### src/rtl/rr_arb8_ctrl.sv
`default_nettype none
// ============================================================================
// Module   : rr_arb8_ctrl
// Purpose  : Eight-way round-robin arbiter with registered one-hot grant,
//            binary owner index, hold-limit preemption and a one-cycle
//            turnaround gap after every grant.
// Revision : 1.0 - initial release
// ============================================================================
module rr_arb8_ctrl #(
   parameter int MAX_HOLD = 16
) (
   input  logic       clk,
   input  logic       rst,
   input  logic [7:0] req,
   output logic [7:0] gnt,
   output logic [2:0] gnt_idx,
   output logic       gnt_valid,
   output logic       revoked
);

   localparam int HW = (MAX_HOLD > 1) ? $clog2(MAX_HOLD) : 1;
   localparam logic [HW-1:0] c_HOLD_LAST = HW'(MAX_HOLD - 1);

   localparam logic [0:0] S_IDLE = 1'b0;
   localparam logic [0:0] S_BUSY = 1'b1;

   logic [0:0]    state_q,   state_d;
   logic [2:0]    owner_q,   owner_d;
   logic [2:0]    ptr_q,     ptr_d;
   logic [HW-1:0] hold_q,    hold_d;
   logic [7:0]    gnt_q,     gnt_d;
   logic [2:0]    idx_q,     idx_d;
   logic          valid_q,   valid_d;
   logic          revoked_q, revoked_d;

   logic [2:0]    w_pick;
   logic [7:0]    w_others;

   // Round-robin scan: first set request starting at ptr, wrapping mod 8
   always_comb begin
      logic       found;
      logic [2:0] cand;
      found  = 1'b0;
      w_pick = 3'd0;
      cand   = 3'd0;
      for (int i = 0; i < 8; i++) begin
         cand = ptr_q + 3'(i);
         if (!found && req[cand]) begin
            found  = 1'b1;
            w_pick = cand;
         end
      end
   end

   // Requests from anyone other than the current owner
   always_comb begin
      w_others = req & ~(8'd1 << owner_q);
   end

   // State register: FSM, arbitration state and registered outputs
   always_ff @(posedge clk) begin
      if (rst) begin
         state_q   <= S_IDLE;
         owner_q   <= 3'd0;
         ptr_q     <= 3'd0;
         hold_q    <= '0;
         gnt_q     <= 8'd0;
         idx_q     <= 3'd0;
         valid_q   <= 1'b0;
         revoked_q <= 1'b0;
      end else begin
         state_q   <= state_d;
         owner_q   <= owner_d;
         ptr_q     <= ptr_d;
         hold_q    <= hold_d;
         gnt_q     <= gnt_d;
         idx_q     <= idx_d;
         valid_q   <= valid_d;
         revoked_q <= revoked_d;
      end
   end

   // Next-state logic: grant from IDLE; release beats preemption in BUSY
   always_comb begin
      state_d   = state_q;
      owner_d   = owner_q;
      ptr_d     = ptr_q;
      hold_d    = hold_q;
      revoked_d = 1'b0;
      case (state_q)
         S_IDLE: begin
            if (req != 8'd0) begin
               owner_d = w_pick;
               hold_d  = '0;
               state_d = S_BUSY;
            end
         end
         S_BUSY: begin
            if (!req[owner_q]) begin
               state_d = S_IDLE;
               ptr_d   = owner_q + 3'd1;
            end else if ((hold_q == c_HOLD_LAST) && (w_others != 8'd0)) begin
               state_d   = S_IDLE;
               ptr_d     = owner_q + 3'd1;
               revoked_d = 1'b1;
            end else if (hold_q != c_HOLD_LAST) begin
               hold_d = hold_q + 1'b1;
            end
         end
         default: begin
            state_d = S_IDLE;
         end
      endcase
   end

   // Output decode from next state, so outputs register alongside the state
   always_comb begin
      gnt_d   = 8'd0;
      idx_d   = 3'd0;
      valid_d = 1'b0;
      if (state_d == S_BUSY) begin
         gnt_d   = 8'd1 << owner_d;
         idx_d   = owner_d;
         valid_d = 1'b1;
      end
   end

   assign gnt       = gnt_q;
   assign gnt_idx   = idx_q;
   assign gnt_valid = valid_q;
   assign revoked   = revoked_q;

endmodule
`default_nettype wire

### config.mk
export PLATFORM = sky130hd
export DESIGN_NAME = rr_arb8_ctrl
export DESIGN_NICKNAME = d
export VERILOG_FILES = /design/src/rtl/rr_arb8_ctrl.sv
export SDC_FILE = /design/constraint.sdc
export NUM_CORES = 1
export LEC_CHECK = 0
export CAP_MARGIN = 0
export CORE_MARGIN = 1.5
export CORE_UTILIZATION = 25
export DETAILED_ROUTE_END_ITERATION = 8
export DONT_BUFFER_PORTS = 1
export PLACE_DENSITY = 0.45
export SYNTH_ARGS = -nofsm -noshare
export SYNTH_HDL_FRONTEND = slang
export SYNTH_SLANG_ARGS = --single-unit
### constraint.sdc
create_clock -name clk -period 9.5 [get_ports clk]
set_clock_uncertainty 0.1 [all_clocks]
set_input_delay 0.95 -clock clk [delete_from_list [all_inputs] [get_ports clk]]
set_output_delay 0.95 -clock clk [all_outputs]
set_load 0.03 [all_outputs]
-- Word-level counts from Yosys, hierarchy flattened
Index checks and enable logic that the tools add are counted.
- $add $sub $neg: 9
- order comparisons: 9
- equality and inequality tests: 7
- shift-type cells: 2
- mux-type cells: 48
- bitwise gates (word level): 5
- reductions and logical operators: 21
- operators with widths (cell ; count):
    3-bit by 4-bit < comparator with 1-bit output, second input constant ; 9
    3-bit 2-to-1 mux ; 12
    1-bit binary-select mux with 3-bit select ; 9
    1-bit 2-to-1 mux ; 21
    4-bit 2-to-1 mux ; 4
    8-bit nonzero test ; 2
    1-bit by 3-bit << shifter with 8-bit output, first input constant ; 2
    3-bit adder, second input constant ; 4
    8-bit bitwise AND ; 1
    1-bit logical AND ; 8
    8-bit inverter ; 1
    4-bit one-hot mux with 2 select lines ; 1
    1-bit zero test ; 7
    3-bit by 1-bit adder with 3-bit output, second input constant ; 2
    3-bit by 2-bit adder with 3-bit output, second input constant ; 2
    2-bit by 1-bit != test with 1-bit output, second input constant ; 3
    4-bit by 1-bit adder with 4-bit output, second input constant ; 1
    4-bit equality test, second input constant ; 1
    2-bit != test, second input constant ; 2
    4-bit != test, second input constant ; 1
    4-bit AND reduction ; 1
    1-bit inverter ; 3
    3-bit OR reduction ; 1
    1-bit one-hot mux with 2 select lines ; 1
    other kinds (2) ; 2
- flip-flop bits (word level): 24
- bits of input ports: 10
- output and inout bits: 13
- logic and storage cells: 109

-- Longest topological paths before layout
Gate-level depths: netlist of the first run.
- word-level depth: 27
- gate-level depth with buffers: 15
- mapped depth without buffers: 10

-- Least setup slack after synthesis of the first run
Ideal clock, no wire load.
- path kind: reg-to-reg
- start: register ptr_q[0]
- end: register gnt_q[0], in the netlist gnt[0]
- setup time: 116 ps
- data arrival time: 3181 ps
- required time: 9284 ps
- setup slack: 6104 ps
- cell stages (with the launch flop): 13
- path buffers: 4
- period minus slack after synthesis: 3396 ps
- cell sequence: dfxtp_1 > buf_2 > inv_1 > ha_1 > buf_2 > clkbuf_1 > mux4_2 > mux2i_1 > nand4_1 > o21a_1 > a31o_2 > buf_2 > and3b_1
- word-level cells in the longest chain between the ends: 27
- elaborated cells between the ends (all ways): 55
- classes of those cells: 7 x add/sub; 1 x shift; 33 x mux; 14 x reduce/logical
- ends and longest elaborated chain (item ; RTL line ; RTL):
    start, declared ; 29 ; logic [2:0] ptr_q, ptr_d;
    start signal, assigned ; 74 ; ptr_q <= ptr_d;
    parallel branches: the longest is 23 deep, another holds 3-bit by 1-bit adder with 3-bit output ; n/a ;
    3-bit 2-to-1 mux (*) ; 48 ; if (!found && req[cand]) begin
    3-bit 2-to-1 mux (*) ; 92 ; if (req != 8'd0) begin
    3-bit 2-to-1 mux (*) ; 90 ; case (state_q)
    1-bit by 3-bit << shifter with 8-bit output (*) ; 122 ; gnt_d = 8'd1 << owner_d;
    end signal, assigned ; 76 ; gnt_q <= gnt_d;
    end, declared ; 31 ; logic [7:0] gnt_q, gnt_d;
Mark *: on every way between the ends. The select of a mux whose other input is x is not followed.
A chain may end at the register's enable or synchronous reset.

-- Final worst setup path of the first run
- start: register ptr_q[0]
- end: register gnt_q[4], in the netlist gnt[4]
Same word-level chain as after synthesis.

==> impl_metrics.ini, run 1 <==
[sta]
period_needed_ns = 4.30
fin_tns_setup_ns = 0
fin_ws_ns = 5.20
final-setup-viol-count = 0
fmax_ghz = 0.232
finalHoldViolations = 0
rsz0062_at_grt = false
slew_viol_final = 0
slew_headroom_pct = 40.4
fin_crit_sh_pct = 45.3
worst_slew_pin_slew_ns = 0.893

[placed_design]
dpl_worst_slack_ns = 5.24
dp_hpwl_mm = 3.77
place_congestion = 0.787
dp_cells = 309
numPortBuffers = 0

[logic_synthesis]
ys_ff_latch = 23
netlist_instances = 227
netlist-cell-type-count = 53
netlist_top_cells_area = dfxtp_1 (23%), mux4_2 (13%), mux2i_1 (8.5%)
synth_fp_nets = 246
ys_warn_count = 0
synth_edf_count = 0
synth_area_sq_um = 2010
syn_avg_cell_area_sq_um = 8.87
synth_common_cells = dfxtp_1 (23), nand2_1 (19), nor2_1 (18)
yosys.area.top_type = dfxtp_1
synth-async-reset-ratio_pct = 0
ys.flop_type = dfxtp_1
synth_top_area_share_pct = 22.9
synth.most_common_cell = dfxtp_1
seq_area_frac_synth_pct = 22.9

[routing]
first_pass_iters = 4
via_count = 1603
drc_errors = 0
wirelength_mm = 5.11
drt_iter0_markers = 74
ant_nets = 0
viasPerCell = 5.12
wl_per_cell_um = 16.3

[worst_setup_path]
startpoint = ptr_q[0]
crit_required_ns = 9.57
cp_slowest_cell = dfxtp_1
crit_arrival_ns = 4.38
cp_top_family = flip-flops
critPathMaxFanout = 22
worst-path-buf-inv = 1
r2r_start = ptr_q[0]
cp_slowest_stage_delay_ns = 0.91
worstSetupPathType = flip-flop to flip-flop
end_kind = flip-flop
crit_chain = inv_1, ha_1, mux2i_1, mux4_2, a32oi_1, nor2b_1, nand4_1, o31ai_1, a31o_2, nor3b_1
critPathLaunchType = flip-flop

[clock_network]
clk_pin_slew_ns = 0.08
cts_root_buf = clkbuf_8
cts.sinks = 23
cts_hold_buf = 0
numCtsBuffers = 3
clkLatencyLatePin_ns = 0.26
cts-resized-gates = 0
cts_max_path_buffers = 2
tritoncts = done
cts_setup_buffers = 0
cts_max_level = 1

[die]
start_util_pct = 25.9
rows = 32
dieArea_sq_um = 8600
pin_count = 23
fp.dieH_um = 92.7
core-area_sq_um = 7770
die_width_um = 92.7

[global_routing]
grt_max_degree = 23
grt_pass1_wl_mm = 8.54
overflow = 0
first_global_vias = 1629
track_usage_pct = 12.4
antenna_found_initial = 0

[power]
leakagePower_nw = 0.751
cellPowerDensity_nw_per_um2 = 203
ir_drop_uv = 101

[finish]
num-fill-cells = 876
final_nets = 231
finish.utilization_pct = 26.9
antenna_cells = 0
drive_above_1_share_pct = 12.8
area_growth_pct = 3.85
fin_cells = 313

[run]
cap_violations = 0

[hold_path]
hold_path.class = flip-flop to flip-flop
min_from = hold_q[1]

[status]
run_status = completed
[flip-flops by register name, summed over array words and instances, names as in the netlist]
name and cells:
hold_q 4, gnt_idx 3, gnt 8, owner_q 3
revoked 1, state_q 1, ptr_q 3
[routing by layer]
layer | track usage (%) | up-vias | share of wire [%]
li1 | - | 791 | -
met1 | 17.3 | 771 | 46
met2 | 20.5 | 35 | 49
met3 | 1.31 | 6 | 3.8
met4 | 3.03 | 0 | 1.2
met5 | 0 | - | 0
[worst reg2reg max path, delay by kind of cell (launching register included)]
family | cells | cell delay, ns
and+or+nand+nor | 3 | 0.75
adders and majority gates | 1 | 0.88
DFF | 1 | 0.91
AOI/OAI and AO/OA | 3 | 0.67
buffers and inverters | 1 | 0.32
muxes | 2 | 0.57
[cell families after synthesis]
| kind of cell | Yosys count | share of synthesized area [%] |
|---|---|---|
| AND/OR/NAND/NOR | 72 | 18.2 |
| AO/OA/AOI/OAI | 50 | 17.4 |
| multiplexers | 36 | 26.1 |
| buffers and inverters | 33 | 7.15 |
| flip-flops | 23 | 22.9 |
| adder cells (fa/ha/maj) | 9 | 5.59 |
| XOR/XNOR | 4 | 2.67 |
[path summary, 6_finish.rpt]
check / cells past startpoint / slack [ns] / to
min reg2reg: 2 / 0.44 / hold_q[1]
min: 2 / 0.44 / hold_q[1]
max reg2reg: 10 / 5.20 / gnt[4]
max: 10 / 5.20 / gnt[4]
[report_power, final]
| group | leakage (nW) | total [mW] | internal, mW | switching, mW |
|---|---|---|---|---|
| combinational | 0.540 | 0.214 | 0.0992 | 0.115 |
| clock | 0.0228 | 0.0586 | 0.0299 | 0.0287 |
| sequential | 0.188 | 0.152 | 0.111 | 0.0415 |
| total | 0.751 | 0.425 | 0.240 | 0.185 |
[final cells by class]
type	count	area (sq um)	share of cell area, %
well taps	102	128	6.10
clock buffers	4	45.0	2.15
multi-input cells	171	1410	67.4
flip-flops and latches	23	460	22.0
inverters	13	48.8	2.33
[stage by stage]
stage / hold WS, ns / cell area, sq um / total power, mW
after global routing: 0.499 / 2090 / 0.459
after floorplan: 0.380 / 2010 / 0.333
final: 0.436 / 2090 / 0.425
after detailed placement: 0.422 / 2050 / 0.368
after global placement: 0.403 / 2050 / 0.371
after CTS: 0.442 / 2090 / 0.429
[cells in the final DEF, fill, tap and decap left out, types with 3 or more instances in the layout]
cell and count:
nor2b_1 3, nand2_1 19, mux4_2 12, nor2_1 18
nor3_1 5, inv_1 13, o21ai_0 7, a211oi_1 4
o21a_1 4, ha_1 9, mux2_2 5, a32oi_1 4
nor3b_1 6, a21oi_1 10, mux2i_1 17, nand2b_1 6
dfxtp_1 23, clkbuf_8 3
Note: power is estimated with default switching activity, not from simulation.
==> run 2, diff against run 1 <==
--- a/config.mk
+++ b/config.mk
@@ -10,7 +10,7 @@
 export CORE_UTILIZATION = 25
 export DETAILED_ROUTE_END_ITERATION = 8
 export DONT_BUFFER_PORTS = 1
-export PLACE_DENSITY = 0.45
+export PLACE_DENSITY = 0.47
 export SYNTH_ARGS = -nofsm -noshare
 export SYNTH_HDL_FRONTEND = slang
 export SYNTH_SLANG_ARGS = --single-unit
==> constraint.sdc (replaced) <==
create_clock -name clk -period 3.9 [get_ports clk]
set_clock_uncertainty 0.1 [all_clocks]
set_input_delay 0.39 -clock clk [delete_from_list [all_inputs] [get_ports clk]]
set_output_delay 0.39 -clock clk [all_outputs]
set_load 0.03 [all_outputs]
==> impl_metrics.ini, run 2 (synthesis results as in run 1) <==
[finish]
final_nets = 236
finish.utilization_pct = 27.4
fin_cells = 318
final_common_cell = dfxtp_1
area_growth_pct = 5.78
drive_above_1_share_pct = 15.3
largest_reg_flops = 8
antenna_cells = 0
layout_common_cells = dfxtp_1 (23), nand2_1 (19), nor2_1 (18)

[power]
internal_power_mw = 0.595
ir_drop_uv = 267
p_comb_share_pct = 53.2
clkPwrFrac_pct = 13.8
total_power_mw = 1.05
power_switching_share_pct = 43.6
cellPowerDensity_nw_per_um2 = 495
p_switching_mw = 0.459
seq_power_share_pct = 33.0
leakagePower_nw = 0.779

[routing]
ant_nets = 0
first_pass_iters = 5
wirelength_mm = 5.16
drt_iter0_markers = 135
drc_errors = 0
wl_per_cell_um = 16.2
viasPerCell = 5.30
via_count = 1686

[global_routing]
overflow = 0
antenna_found_initial = 0
track_usage_pct = 12.3
first_global_vias = 1657
grt_max_degree = 22
grt_pass1_wl_mm = 8.56

[worst_setup_path]
crit_arrival_ns = 3.28
critPathMaxFanout = 21
r2r_start = ptr_q[0]
end_kind = flip-flop
r2r_cells = 9
crit_required_ns = 3.96
rr_endpoint = gnt[1]
critPathLaunchType = flip-flop
reg2reg_setup_slack_ns = 0.68
worstSetupPathType = flip-flop to flip-flop

[die]
pin_count = 23
rows = 32
fp.dieH_um = 92.7
core-area_sq_um = 7770
start_util_pct = 25.9
die_width_um = 92.7
dieArea_sq_um = 8600

[sta]
period_needed_ns = 3.22
worst_slew_pin_slew_ns = 0.642
final-setup-viol-count = 0
fmax_ghz = 0.310
fin_tns_setup_ns = 0
fin_crit_sh_pct = 82.6
slew_viol_final = 0
finalHoldViolations = 0
rsz0062_at_grt = false
slew_headroom_pct = 57.2

[placed_design]
dp_cells = 314
place_congestion = 0.807
dp_hpwl_mm = 3.78
numPortBuffers = 0

[hold_path]
hold_depth = 1
hold_path.class = input port to flip-flop
min_from = rst
holdPathEnd = ptr_q[2]

[clock_network]
cts_max_level = 1
cts_root_buf = clkbuf_8
cts-resized-gates = 0
cts_hold_buf = 0
cts_setup_buffers = 0
cts_max_path_buffers = 2
clk_pin_slew_ns = 0.08
numCtsBuffers = 3
cts.sinks = 23
tritoncts = done
clkLatencyLatePin_ns = 0.26

[run]
cap_violations = 0

[status]
run_status = completed
[run 2: layout make-up]
class                   count  area [sq um]
flip-flops and latches     23           460
inverters                  13          48.8
clock buffers               3          41.3
repair buffers              5          37.5
multi-input cells         171          1410
fillers                   853          5640
well taps                 102           128
clock inverters             1          5.00
[run 2: power by group through the flow]
stage	clock network, mW	logic [mW]	registers [mW]
3_5_place_dp	0	0.557	0.355
4_1_cts	0.153	0.561	0.349
3_3_place_gp	0	0.559	0.355
6_report	0.145	0.560	0.348
5_1_grt	0.160	0.622	0.354
2_1_floorplan	0	0.472	0.338
[run 2: worst max-delay path by stage]
stage	from	end	slack, ns	cells past startpoint
final	ptr_q[0]	gnt[1]	0.68	9
after global routing	ptr_q[0]	gnt[7]	0.48	9
after CTS	ptr_q[0]	gnt[1]	0.70	9
after detailed placement	ptr_q[0]	gnt[1]	0.72	9
after global placement	ptr_q[0]	gnt[0]	0.71	9
after floorplan	ptr_q[0]	gnt[0]	0.50	12
[run 2: per-stage QoR]
step	hold WS, ns	instance area, sq um	worst slack [ns]
after global routing	0.0763	2130	0.483
after CTS	0.0781	2130	0.699
after detailed placement	0.364	2080	0.725
after floorplan	0.380	2010	0.504
final	0.0869	2130	0.678
after global placement	0.364	2080	0.714
[run 2: critical path, stage by stage, from the launching register on]
cell and delay (ns):
dfxtp_1 0.31, buf_4 0.22, ha_1 0.31, xnor2_1 0.48, mux4_2 0.41, mux2_2 0.29, o311ai_0 0.31, o21ai_0 0.15
a31o_2 0.33, and3b_1 0.20
[run 2: layer usage]
| layer | share of wire [%] | global-route usage [%] |
|---|---|---|
| met1 | 45 | 16.2 |
| met2 | 49 | 21.6 |
| met3 | 4.9 | 1.15 |
| met4 | 1.7 | 3.03 |
| met5 | 0 | 0 |
